## config.mk

```make
export PLATFORM = sky130hd
export DESIGN_NAME = data_memory_stage
export DESIGN_NICKNAME = d
export VERILOG_FILES = /design/src/rtl/data_memory_stage.sv
export SDC_FILE = /design/constraint.sdc
export NUM_CORES = 1
export LEC_CHECK = 0
export BUFFER_PORTS_ARGS = -buffer_cell sky130_fd_sc_hd__buf_2
export CAP_MARGIN = 20
export CELL_PAD_IN_SITES_DETAIL_PLACEMENT = 2
export CELL_PAD_IN_SITES_GLOBAL_PLACEMENT = 2
export CORE_MARGIN = 3
export CORE_UTILIZATION = 45
export DETAILED_ROUTE_END_ITERATION = 8
export PLACE_DENSITY = 0.79
export SYNTH_ARGS = -nofsm -noshare
export SYNTH_HDL_FRONTEND = slang
export SYNTH_SLANG_ARGS = --single-unit
export TNS_END_PERCENT = 1
```

## constraint.sdc

```tcl
create_clock -name clk -period 2.9 [get_ports clk]
set_clock_uncertainty 0.05 [all_clocks]
set_input_delay 0.435 -clock clk [delete_from_list [all_inputs] [get_ports clk]]
set_output_delay 0.435 -clock clk [all_outputs]
set_load 0.01 [all_outputs]
```

## src/rtl/data_memory_stage.sv

```systemverilog
`default_nettype none
// ============================================================================
// Module      : data_memory_stage
// Description : MEM stage of the 8-bit five-stage pipeline. Performs loads,
//               stores or ALU pass-through against a flop-based data memory,
//               registers the result for write-back, and flags out-of-range
//               accesses (pulse) and illegal rd+wr decodes (sticky).
// Revision    : 1.0 - initial release
// ============================================================================
module data_memory_stage #(
    parameter int DATA_W = 8,
    parameter int ADDR_W = 5
) (
    input  logic              clk,
    input  logic              reset,
    input  logic              in_valid,
    input  logic [DATA_W-1:0] ans_ex,
    input  logic [DATA_W-1:0] st_data,
    input  logic              mem_rd,
    input  logic              mem_wr,
    output logic [DATA_W-1:0] ans_dm,
    output logic              dm_valid,
    output logic              addr_err,
    output logic              op_err
);

    localparam int C_DEPTH = 2 ** ADDR_W;

    logic [DATA_W-1:0] r_mem [C_DEPTH];
    logic [DATA_W-1:0] r_ans_dm;
    logic              r_dm_valid;
    logic              r_addr_err;
    logic              r_op_err;

    logic              w_in_range;
    logic [ADDR_W-1:0] w_addr;
    logic              w_is_load;
    logic              w_is_store;
    logic              w_is_illegal;
    logic              w_is_access;
    logic              w_wr_en;
    logic [DATA_W-1:0] w_rd_data;

    // Any set bit above the address field means the access is out of range;
    // such addresses are rejected rather than wrapped onto the array.
    assign w_in_range   = (ans_ex[DATA_W-1:ADDR_W] == '0);
    assign w_addr       = ans_ex[ADDR_W-1:0];
    assign w_is_load    = in_valid &  mem_rd & ~mem_wr;
    assign w_is_store   = in_valid & ~mem_rd &  mem_wr;
    assign w_is_illegal = in_valid &  mem_rd &  mem_wr;
    assign w_is_access  = in_valid & (mem_rd | mem_wr);
    assign w_wr_en      = w_is_store & w_in_range;

    // Asynchronous read: a load observes every store committed at earlier
    // edges, so a store followed directly by a load needs no bypass path.
    assign w_rd_data    = r_mem[w_addr];

    // Data memory: cleared on reset (which also drops any concurrent store),
    // otherwise written by in-range stores only.
    always_ff @(posedge clk) begin
        if (reset) begin
            for (int i = 0; i < C_DEPTH; i++) begin
                r_mem[i] <= '0;
            end
        end else if (w_wr_en) begin
            r_mem[w_addr] <= st_data;
        end
    end

    // Stage output register: load data or pass-through result; held on bubbles.
    always_ff @(posedge clk) begin
        if (reset) begin
            r_ans_dm   <= '0;
            r_dm_valid <= 1'b0;
        end else begin
            r_dm_valid <= in_valid;
            if (w_is_load) begin
                r_ans_dm <= w_in_range ? w_rd_data : '0;
            end else if (in_valid) begin
                r_ans_dm <= ans_ex;
            end
        end
    end

    // Error flags: addr_err re-evaluated every cycle, op_err held until reset.
    always_ff @(posedge clk) begin
        if (reset) begin
            r_addr_err <= 1'b0;
            r_op_err   <= 1'b0;
        end else begin
            r_addr_err <= w_is_access & ~w_in_range;
            if (w_is_illegal) begin
                r_op_err <= 1'b1;
            end
        end
    end

    assign ans_dm   = r_ans_dm;
    assign dm_valid = r_dm_valid;
    assign addr_err = r_addr_err;
    assign op_err   = r_op_err;

endmodule
`default_nettype wire
```

* Word level (Yosys, flattened, before mapping)
Memory sizes are Yosys's and may differ from the RTL's.
Index checks and enable logic that the tools add are counted.
Widths: inputs -> output; s select.
** Storage, ports and cells
- Input bits :: 21
- Word-level logic and storage cells :: 31
- Flip-flop bits (word level) :: 11
- Output and inout port bits :: 11
- RAM bits :: 256
- Memories kept :: 1
** Cells by class
- Reduce and logical (&&, ||, !) cells :: 3
- Multiplexer cells :: 11
- Bitwise gates (word level) :: 12
** Memory list
- r_mem :: depth 32, bits a word 8, rd ports 1, clocked after Yosys merged registers in 0, wr ports 32, RTL line 29 : logic [DATA_W-1:0] r_mem [C_DEPTH];
** Operators with widths (number)
- $mux 8 :: 4
- $and 1x1->1 :: 8
- $reduce_or 8->1 :: 1
- $mux 1 :: 6
- $mux 5 :: 1
- $logic_not 3->1 :: 1
- $not 1->1 :: 3
- $reduce_bool 2->1 :: 1
- $or 1x1->1 :: 1

* Logic depth before layout (Yosys ltp)
Gate-level depths: netlist of run 1.
- Depth after elaboration :: 9
- Gate-level depth with buffers :: 9
- Depth with buffers taken out :: 5

* Worst setup path before layout of run 1
OpenSTA, ideal clock, no wires.
- Path kind :: input -> register
- Start :: input ans_ex[1]
- End :: memory r_mem[23][0] (enable)
- Required time :: 2.521 ns
- Cell stages on the path :: 6
- Setup slack :: 0.614 ns
- Setup time :: 0.329 ns
- Data arrival time :: 1.907 ns
- Path buffers :: 3
- Cells stage by stage :: buf_2 -> buf_2 -> buf_1 -> nand3_1 -> nor2_1 -> or2_1
** RTL lines
- from (decl) :: RTL line 17 : input logic [DATA_W-1:0] ans_ex,
- to (decl) :: RTL line 29

* Final worst setup path of run 1
- Start :: input ans_ex[0]
- End :: register r_ans_dm[2] (netlist: ans_dm[2])
** On the way
- Longest elaborated chain between the ends :: 3
** Ends and longest elaborated chain
- $mem_v2 32x8
- $mux 8 :: RTL line 78 : r_ans_dm <= w_in_range ? w_rd_data : '0;
- $mux 8 :: RTL line 77 : if (w_is_load) begin
- to (signal assigned) :: RTL line 78
- to (signal assigned) :: RTL line 80 : r_ans_dm <= ans_ex;
- to (decl) :: RTL line 30 : logic [DATA_W-1:0] r_ans_dm;
Every way passes these cells.
A chain may end at the register's enable or synchronous reset.

==> key figures, run 1 <==
Status
  – Status: finished, final reports clean

Synth
  – Sequential element share of the synthesized area: 0.632
  – Flops & latches, synth: between 200 and 300
  – Synth Area in Adders: 0
  – Ys flop type: edfxtp_1
  – Syn avg cell area: 14.0 um2
  – EDFF count, synth: 256
  – Post-synthesis xor/xnor area fraction: 0
  – Post-synth ARST share: 0
  – Post-Syn Area: 0.0125 mm2
  – Cell variety after synth: 55
  – Yosys warns: 0
  – Post-Syn Instances: 892
  – Largest family of logic cells by synthesized area: simple AND/OR/NAND/NOR gates
  – Post-Syn Nets: roughly 910
  – Mux cell area share after synthesis: 0.113
  – Post-synthesis compound-gate area fraction: 0.0354
  – Simple-Gate Fraction of Synth Area: 0.197

Setup path
  – WP data arrival: 2.78 ns
  – Worst path slowest cell: or4b_1
  – Worst setup SP type: primary input
  – Crit-path max cell delay: between 0.7 and 0.8 ns
  – Worst Setup End Kind: flop
  – Worst Path Required: 3.25 ns
  – Critical-path maximum fanout: 35
  – Critical path type: primary input to flop
  – Crit-path cells: buf_4, or4b_1, o22ai_1, nor4b_1, and4_1, a2111oi_1

Final layout
  – Layout Nets: 974
  – Number of non-filler instances in the completed layout: between 1,000 and 1,500
  – Area delta synth->final: 13.7%
  – Proportion of layout cells with a drive suffix above 1: 0.190

Clock network
  – Maximum clock path buffer count: 3
  – Root Driver: clkbuf_16
  – Clock Sinks: 267
  – # H-tree levels: 1
  – Clk Latency, worst-skew pair: 0.56 ns
  – Post-CTS setup buffers: 0
  – TritonCTS clock tree: built
  – Clock slew at reported path FFs: 0.07 ns
  – Cts hold-fix bufs: 0
  – Post-cts resize count: 0
  – Clock buffer count from CTS: 30

Global routing
  – Largest net degree at the start of global routing: 42
  – Initial antenna violation count: 0
  – Global-route wire length before repair: 61.4 mm
  – Number of global-route vias before repair: 8,834
  – GRT Util Overall: 0.277
  – GRT Residual Overflow: 0

Power
  – P_leak: 5.12 nW
  – Total power: about 8.9 mW
  – PwrDens: 622 mW/mm2
  – Worst vdd ir: 0.000396 V

Routing
  – Residual DRC count: 0
  – Final ANT Viol Nets: 0
  – First-pass DRT Iterations: 7
  – Initial DRC Count: 718
  – Routed WL: 41.3 mm
  – Via count: 7,992
  – Drt wl/cell: 30.6 um
  – Via-to-Cell Ratio: roughly 5.9

Placed design
  – HPWL Detailed: 27.1 mm
  – I/O Buffers: 31
  – Dpl cells: about 1,300
  – GPL Wtd Cong: between 0.8 and 0.9

Floorplan
  – Starting Density: 0.460
  – Ports: 32
  – Cell Rows: 60
  – Total core area: about 0.027 mm2
  – Die Y-Extent: 173 um
  – Die area: between 0.02 and 0.03 mm2
  – Die width: 173 um

Timing
  – Period utilization: 0.837
  – Final min period: 2.43 ns
  – Setup TNS: 0 ns
  – Tightest Pin Transition: 0.803 ns
  – Slew margin rel.: 0.465
  – Hold Vio Cnt, Final: 0
  – RSZ-0062 raised after global routing: no
  – Final setup violating endpoints: 0
  – Fin. max-slew vios: 0
  – Fmax: 412 MHz

Flow run
  – Max Cap Violations: 0

Worst hold path
  – Hold Path Class: primary input to flop
## worst paths after layout
| kind | startpoint | slack, ns | end | depth (start not counted) |
|---|---|---|---|---|
| hold reg to reg | op_err | 0.49 | op_err | 2 |
| setup / recovery | ans_ex[0] | 0.47 | ans_dm[2] | 6 |
| hold / removal | reset | 0.04 | dm_valid | 2 |
| setup reg to reg | r_mem[11][1] | 0.83 | ans_dm[1] | 5 |
## logic make-up after synthesis
kind of cell,count (synthesis)
multiplexers,93
AND/OR/NAND/NOR,406
buffers and inverters,61
flip-flops,267
AO/OA/AOI/OAI,65
## synthesized netlist by cell type, types with 3 or more instances
cell,instances,area [um2]
mux2_2,5,56.3
buf_6,3,33.8
nor3_1,7,35.0
a211oi_1,4,30.0
nor2b_1,5,31.3
mux2i_1,49,490
or2_1,32,200
nand3_1,7,35.0
edfxtp_1,256,7690
mux4_2,38,856
nor2_1,38,143
a22oi_1,9,67.6
nor4b_1,5,43.8
a2111oi_1,4,40.0
buf_2,16,80.1
buf_4,4,30.0
o21ai_0,6,30.0
and2_1,257,1610
o22ai_1,17,106
dfxtp_1,11,220
buf_1,3,11.3
nand2_1,23,86.3
a21oi_1,11,55.1
and4_1,5,43.8
nor2_2,7,43.8
clkbuf_1,32,120
## final cells by class
class,instances,area [um2]
well taps,372,465
repair buffers,87,593
multi-input cells,564,4320
clock buffers,37,798
fillers,2538,12900
clock inverters,19,135
flip-flops and latches,267,7910
diodes,1,2.50
inverters,3,11.3
## per-layer routing
metal / vias up / GRT usage / part of all wire
li1: 3394 / - / -
met1: 4225 / 0.353 / 0.40
met2: 281 / 0.477 / 0.50
met3: 92 / 0.0527 / 0.056
met4: 0 / 0.0959 / 0.038
met5: - / 0 / 0
## layout by cell type (no fill, tap or decap), types with 5 or more instances in the layout
| cell | count |
|---|---|
| a21oi_1 | 11 |
| a22oi_1 | 9 |
| and2_1 | 257 |
| and4_1 | 5 |
| buf_2 | 29 |
| buf_4 | 57 |
| clkbuf_1 | 6 |
| clkbuf_16 | 31 |
| clkinv_1 | 9 |
| clkinv_2 | 9 |
| dfxtp_1 | 11 |
| edfxtp_1 | 256 |
| mux2_2 | 5 |
| mux2i_1 | 49 |
| mux4_2 | 38 |
| nand2_1 | 23 |
| nand3_1 | 7 |
| nor2_1 | 38 |
| nor2_2 | 7 |
| nor2b_1 | 5 |
| nor3_1 | 7 |
| nor4b_1 | 5 |
| o21ai_0 | 6 |
| o22ai_1 | 17 |
| or2_1 | 32 |
## flip-flops by register name, summed over array words and instances (netlist names)
register	cells
r_mem	256
ans_dm	8
dm_valid	1
addr_err	1
op_err	1
## power by group
group / leakage, nW / total, mW / switching [mW] / internal, mW
Clock: 0.465 / 3.69 / 1.58 / 2.12
Combinational: 2.13 / 0.645 / 0.424 / 0.221
Sequential: 2.52 / 4.51 / 0.102 / 4.41
Total: 5.12 / 8.85 / 2.10 / 6.75
## worst max-delay path, delay by kind of cell
kind,cells,cell delay [ns]
buffers and inverters,1,0.28
AO/OA/AOI/OAI,2,0.89
AND/OR/NAND/NOR,3,1.15
## metrics by stage
stage	utilization	instance area, um2	setup WS, ns	hold WS [ns]
CTS	0.524	14200	0.477	0.0343
detailed placement	0.489	13300	0.0873	0.502
global route	0.524	14200	0.386	0.0517
floorplan	-	12500	0.614	0.455
global placement	0.489	13300	0.247	0.393
finish	0.524	14200	0.473	0.0429
(Power assumes the default switching activity.)
==> run 2: changes to the inputs <==
--- a/config.mk
+++ b/config.mk
@@ -5,14 +5,15 @@
 export SDC_FILE = /design/constraint.sdc
 export NUM_CORES = 1
 export LEC_CHECK = 0
+export ABC_AREA = 1
 export BUFFER_PORTS_ARGS = -buffer_cell sky130_fd_sc_hd__buf_2
 export CAP_MARGIN = 20
 export CELL_PAD_IN_SITES_DETAIL_PLACEMENT = 2
 export CELL_PAD_IN_SITES_GLOBAL_PLACEMENT = 2
 export CORE_MARGIN = 3
-export CORE_UTILIZATION = 45
+export CORE_UTILIZATION = 35
 export DETAILED_ROUTE_END_ITERATION = 8
-export PLACE_DENSITY = 0.79
+export PLACE_DENSITY = 0.75
 export SYNTH_ARGS = -nofsm -noshare
 export SYNTH_HDL_FRONTEND = slang
 export SYNTH_SLANG_ARGS = --single-unit
==> constraint.sdc (replaced) <==
create_clock -name clk -period 2 [get_ports clk]
set_clock_uncertainty 0.05 [all_clocks]
set_input_delay 0.3 -clock clk [delete_from_list [all_inputs] [get_ports clk]]
set_output_delay 0.3 -clock clk [all_outputs]
set_load 0.01 [all_outputs]
==> key figures, run 2 <==
Routing
  – Final ANT Viol Nets: 0 (unchanged)
  – First-pass DRT Iterations: 5 (was 7)
  – Initial DRC Count: 759 (was 718)
  – Via-to-Cell Ratio: 5.10 (was 5.92)
  – Via count: 10,300 (was 7,992)
  – Routed WL: 45.2 mm (was 41.3 mm)
  – Residual DRC count: 0 (unchanged)
  – Drt wl/cell: 22.4 um (was 30.6 um)

Power
  – Total power: 13.9 mW (was 8.85 mW)
  – Comb pwr share: 0.094 (was 0.073)
  – Clock group share of total power: 0.438 (was 0.417)
  – Switch Pwr: 3.37 mW (was 2.10 mW)
  – Reg power frac: 0.469 (was 0.510)
  – Worst vdd ir: 0.000713 V (was 0.000396 V)
  – Internal power: 10.5 mW (was 6.75 mW)
  – Sw Ratio: 0.243 (was 0.237)
  – P_leak: 6.82 nW (was 5.12 nW)
  – PwrDens: 903 mW/mm2 (was 622 mW/mm2)

Timing
  – Hold Vio Cnt, Final: 0 (unchanged)
  – Setup slack after layout: 0.255 ns (was 0.473 ns)
  – Hold WS: 0.0220 ns (was 0.0429 ns)
  – RSZ-0062 raised after global routing: no (unchanged)
  – Tightest Pin Transition: 0.347 ns (was 0.803 ns)
  – Final min period: 1.74 ns
  – Period utilization: 0.872
  – Fin. max-slew vios: 0 (unchanged)
  – Final setup violating endpoints: 0 (unchanged)
  – Slew margin rel.: 0.768 (was 0.465)
  – Fmax: around 570 MHz

Setup path
  – Worst setup SP type: primary input (unchanged)
  – Critical path type: primary input to flop (unchanged)
  – WP data arrival: 1.87 ns (was 2.78 ns)
  – Critical-path maximum fanout: 8 (was 35)
  – Worst Setup End Kind: flop (unchanged)
  – Worst Path Required: 2.13 ns (was 3.25 ns)

Placed design
  – Pre-CTS setup slack: -0.245 ns (was 0.0873 ns)
  – HPWL Detailed: 29.8 mm (was 27.1 mm)
  – I/O Buffers: 31 (unchanged)
  – GPL Wtd Cong: 0.766 (was 0.814)

Synth
  – Syn avg cell area: 8.71 um2 (was 14.0 um2)
  – Flops & latches, synth: 267 (unchanged)
  – Most common cell in the netlist: nand2_1 (was and2_1)
  – Commonest cells post-synth: nand2_1 (720), nor2_1 (275), edfxtp_1 (256) (was and2_1 (257), edfxtp_1 (256), mux2i_1 (49))
  – Sequential element share of the synthesized area: 0.633 (was 0.632)
  – Largest area contributor in the netlist: edfxtp_1 (unchanged)
  – Yosys warns: 0 (unchanged)
  – Post-Syn Area: 0.0125 mm2 (about the same)
  – Area share of the leading cell type in the synthesized netlist: 0.615 (was 0.614)
  – Cell variety after synth: 16 (was 55)
  – Post-synth ARST share: 0 (unchanged)
  – Ys flop type: edfxtp_1 (unchanged)
  – Post-Syn Instances: 1,435 (was 892)
  – EDFF count, synth: 256 (unchanged)
  – Synth area leaders: edfxtp_1 (62%), nand2_1 (22%), nor2_1 (8.3%), clkbuf_1 (1.9%), dfxtp_1 (1.8%) (was edfxtp_1 (61%), and2_1 (13%), mux4_2 (6.8%), mux2i_1 (3.9%), dfxtp_1 (1.8%))
  – Post-Syn Nets: 1,456 (was 913)

Final layout
  – Most frequent cells in the layout: nand2_1 (720), nor2_1 (275), edfxtp_1 (256), buf_4 (74), buf_12 (41) (was and2_1 (257), edfxtp_1 (256), buf_4 (57), mux2i_1 (49))
  – Fin util: 0.441 (was 0.524)
  – Area delta synth->final: 23.1% (was 13.7%)
  – Largest register FFs: 256 (unchanged)
  – Layout Nets: 1,556 (was 974)
  – Diodes inserted: 0 (was 1)
  – Proportion of layout cells with a drive suffix above 1: 0.148 (was 0.190)
  – Top reg by flops: r_mem (unchanged)
  – Most common cell after layout, fill and taps aside: nand2_1 (was and2_1)

Clock network
  – Post-CTS setup buffers: 0 (unchanged)
  – Clk Latency, worst-skew pair: 0.52 ns (was 0.56 ns)
  – Root Driver: clkbuf_16 (unchanged)
  – Clock slew at reported path FFs: 0.06 ns (was 0.07 ns)
  – Maximum clock path buffer count: 3 (unchanged)
  – Clock Sinks: 267 (unchanged)
  – # H-tree levels: 2 (was 1)
  – TritonCTS clock tree: built (unchanged)
  – Post-cts resize count: 0 (unchanged)
  – Cts hold-fix bufs: 0 (unchanged)
  – Clock buffer count from CTS: 34 (was 30)

Global routing
  – Largest net degree at the start of global routing: 57 (was 42)
  – Number of global-route vias before repair: 11,600 (was 8,834)
  – GRT Util Overall: 0.240 (was 0.277)
  – Initial antenna violation count: 0 (unchanged)
  – GRT Residual Overflow: 0 (unchanged)
  – Global-route wire length before repair: 69.6 mm (was 61.4 mm)

Flow run
  – Max Cap Violations: 0 (unchanged)

Worst hold path
  – Hold Path Class: primary input to flop (unchanged)

Floorplan
  – Cell Rows: 68 (was 60)
  – Die area: 0.0380 mm2 (was 0.0298 mm2)
  – Die width: 195 um (was 173 um)
  – Ports: 32 (unchanged)
  – Starting Density: 0.358 (was 0.460)
  – Die Y-Extent: 195 um (was 173 um)
  – Total core area: 0.0349 mm2 (was 0.0272 mm2)

Status
  – Status: finished, final reports clean (unchanged)
-- run 2: cell count changes in the layout (fill, tap and decap cells not counted), sizes merged, moves of 17 or more --
cell / delta
nor2: +230
nand2: +729
mux4: -38
and2: -257
or2: -32
o22ai: -17
buf: +58
mux2i: -49
-- run 2: layout make-up --
| type | instances | area, um2 |
|---|---|---|
| clock buffer | 51 | 998 |
| fill | 3857 | 19500 |
| clock inverter | 10 | 97.6 |
| tap | 455 | 569 |
| inverter | 17 | 66.3 |
| sequential | 267 | 7910 |
| timing repair buffer | 145 | 1530 |
| multi-input combinational | 1070 | 4210 |
-- run 2: stage by stage --
| stage | instances | area (um2) | TNS (ns) |
|---|---|---|---|
| after CTS | 2015 | 15400 | 0 |
| after global routing | 2015 | 15400 | 0 |
| after global placement | 1954 | 14300 | -13.20 |
| after floorplan | 1435 | 12500 | -1.25 |
| final | 2015 | 15400 | 0 |
| after detailed placement | 1954 | 14300 | -37.03 |
-- run 2: worst paths after layout --
path	startpoint	to	slack (ns)	cells past startpoint
worst min-delay path	reset	op_err	0.02	3
worst min register to register	op_err	op_err	0.40	2
worst max-delay path	ans_ex[7]	r_mem[24][3]	0.26	9
worst max register to register	r_mem[14][1]	ans_dm[1]	0.54	10
-- run 2: worst max-delay path, stage by stage --
cell and delay (ns):
buf_2 0.18, nor3_1 0.21, buf_4 0.16, nand3_2 0.08, buf_4 0.19, nor3_4 0.22, buf_12 0.18, nand2_2 0.07
nand2_1 0.28
-- run 2: power groups by stage --
stage,sequential (mW),clock (mW),combinational [mW]
finish,6.50,6.07,1.30
CTS,6.51,6.19,1.32
detailed placement,6.62,0,1.30
global route,6.52,6.41,1.44
floorplan,6.57,0,0.648
global placement,6.60,0,1.25
-- run 2: layer usage --
layer	global-route usage	vias up	wire, um
li1	-	4762	-
met1	0.316	5223	19800
met3	0.0258	81	1520
met5	0	-	0
met2	0.419	204	22500
met4	0.0729	0	1360
-- run 2: cell families (layout without fill, tap and decap cells) --
logic type      after synthesis  in the layout  synth area share
buf+inv                      98            223            0.0306
flops                       267            267             0.633
simple gates               1044           1044             0.326
compound gates               26             26            0.0104
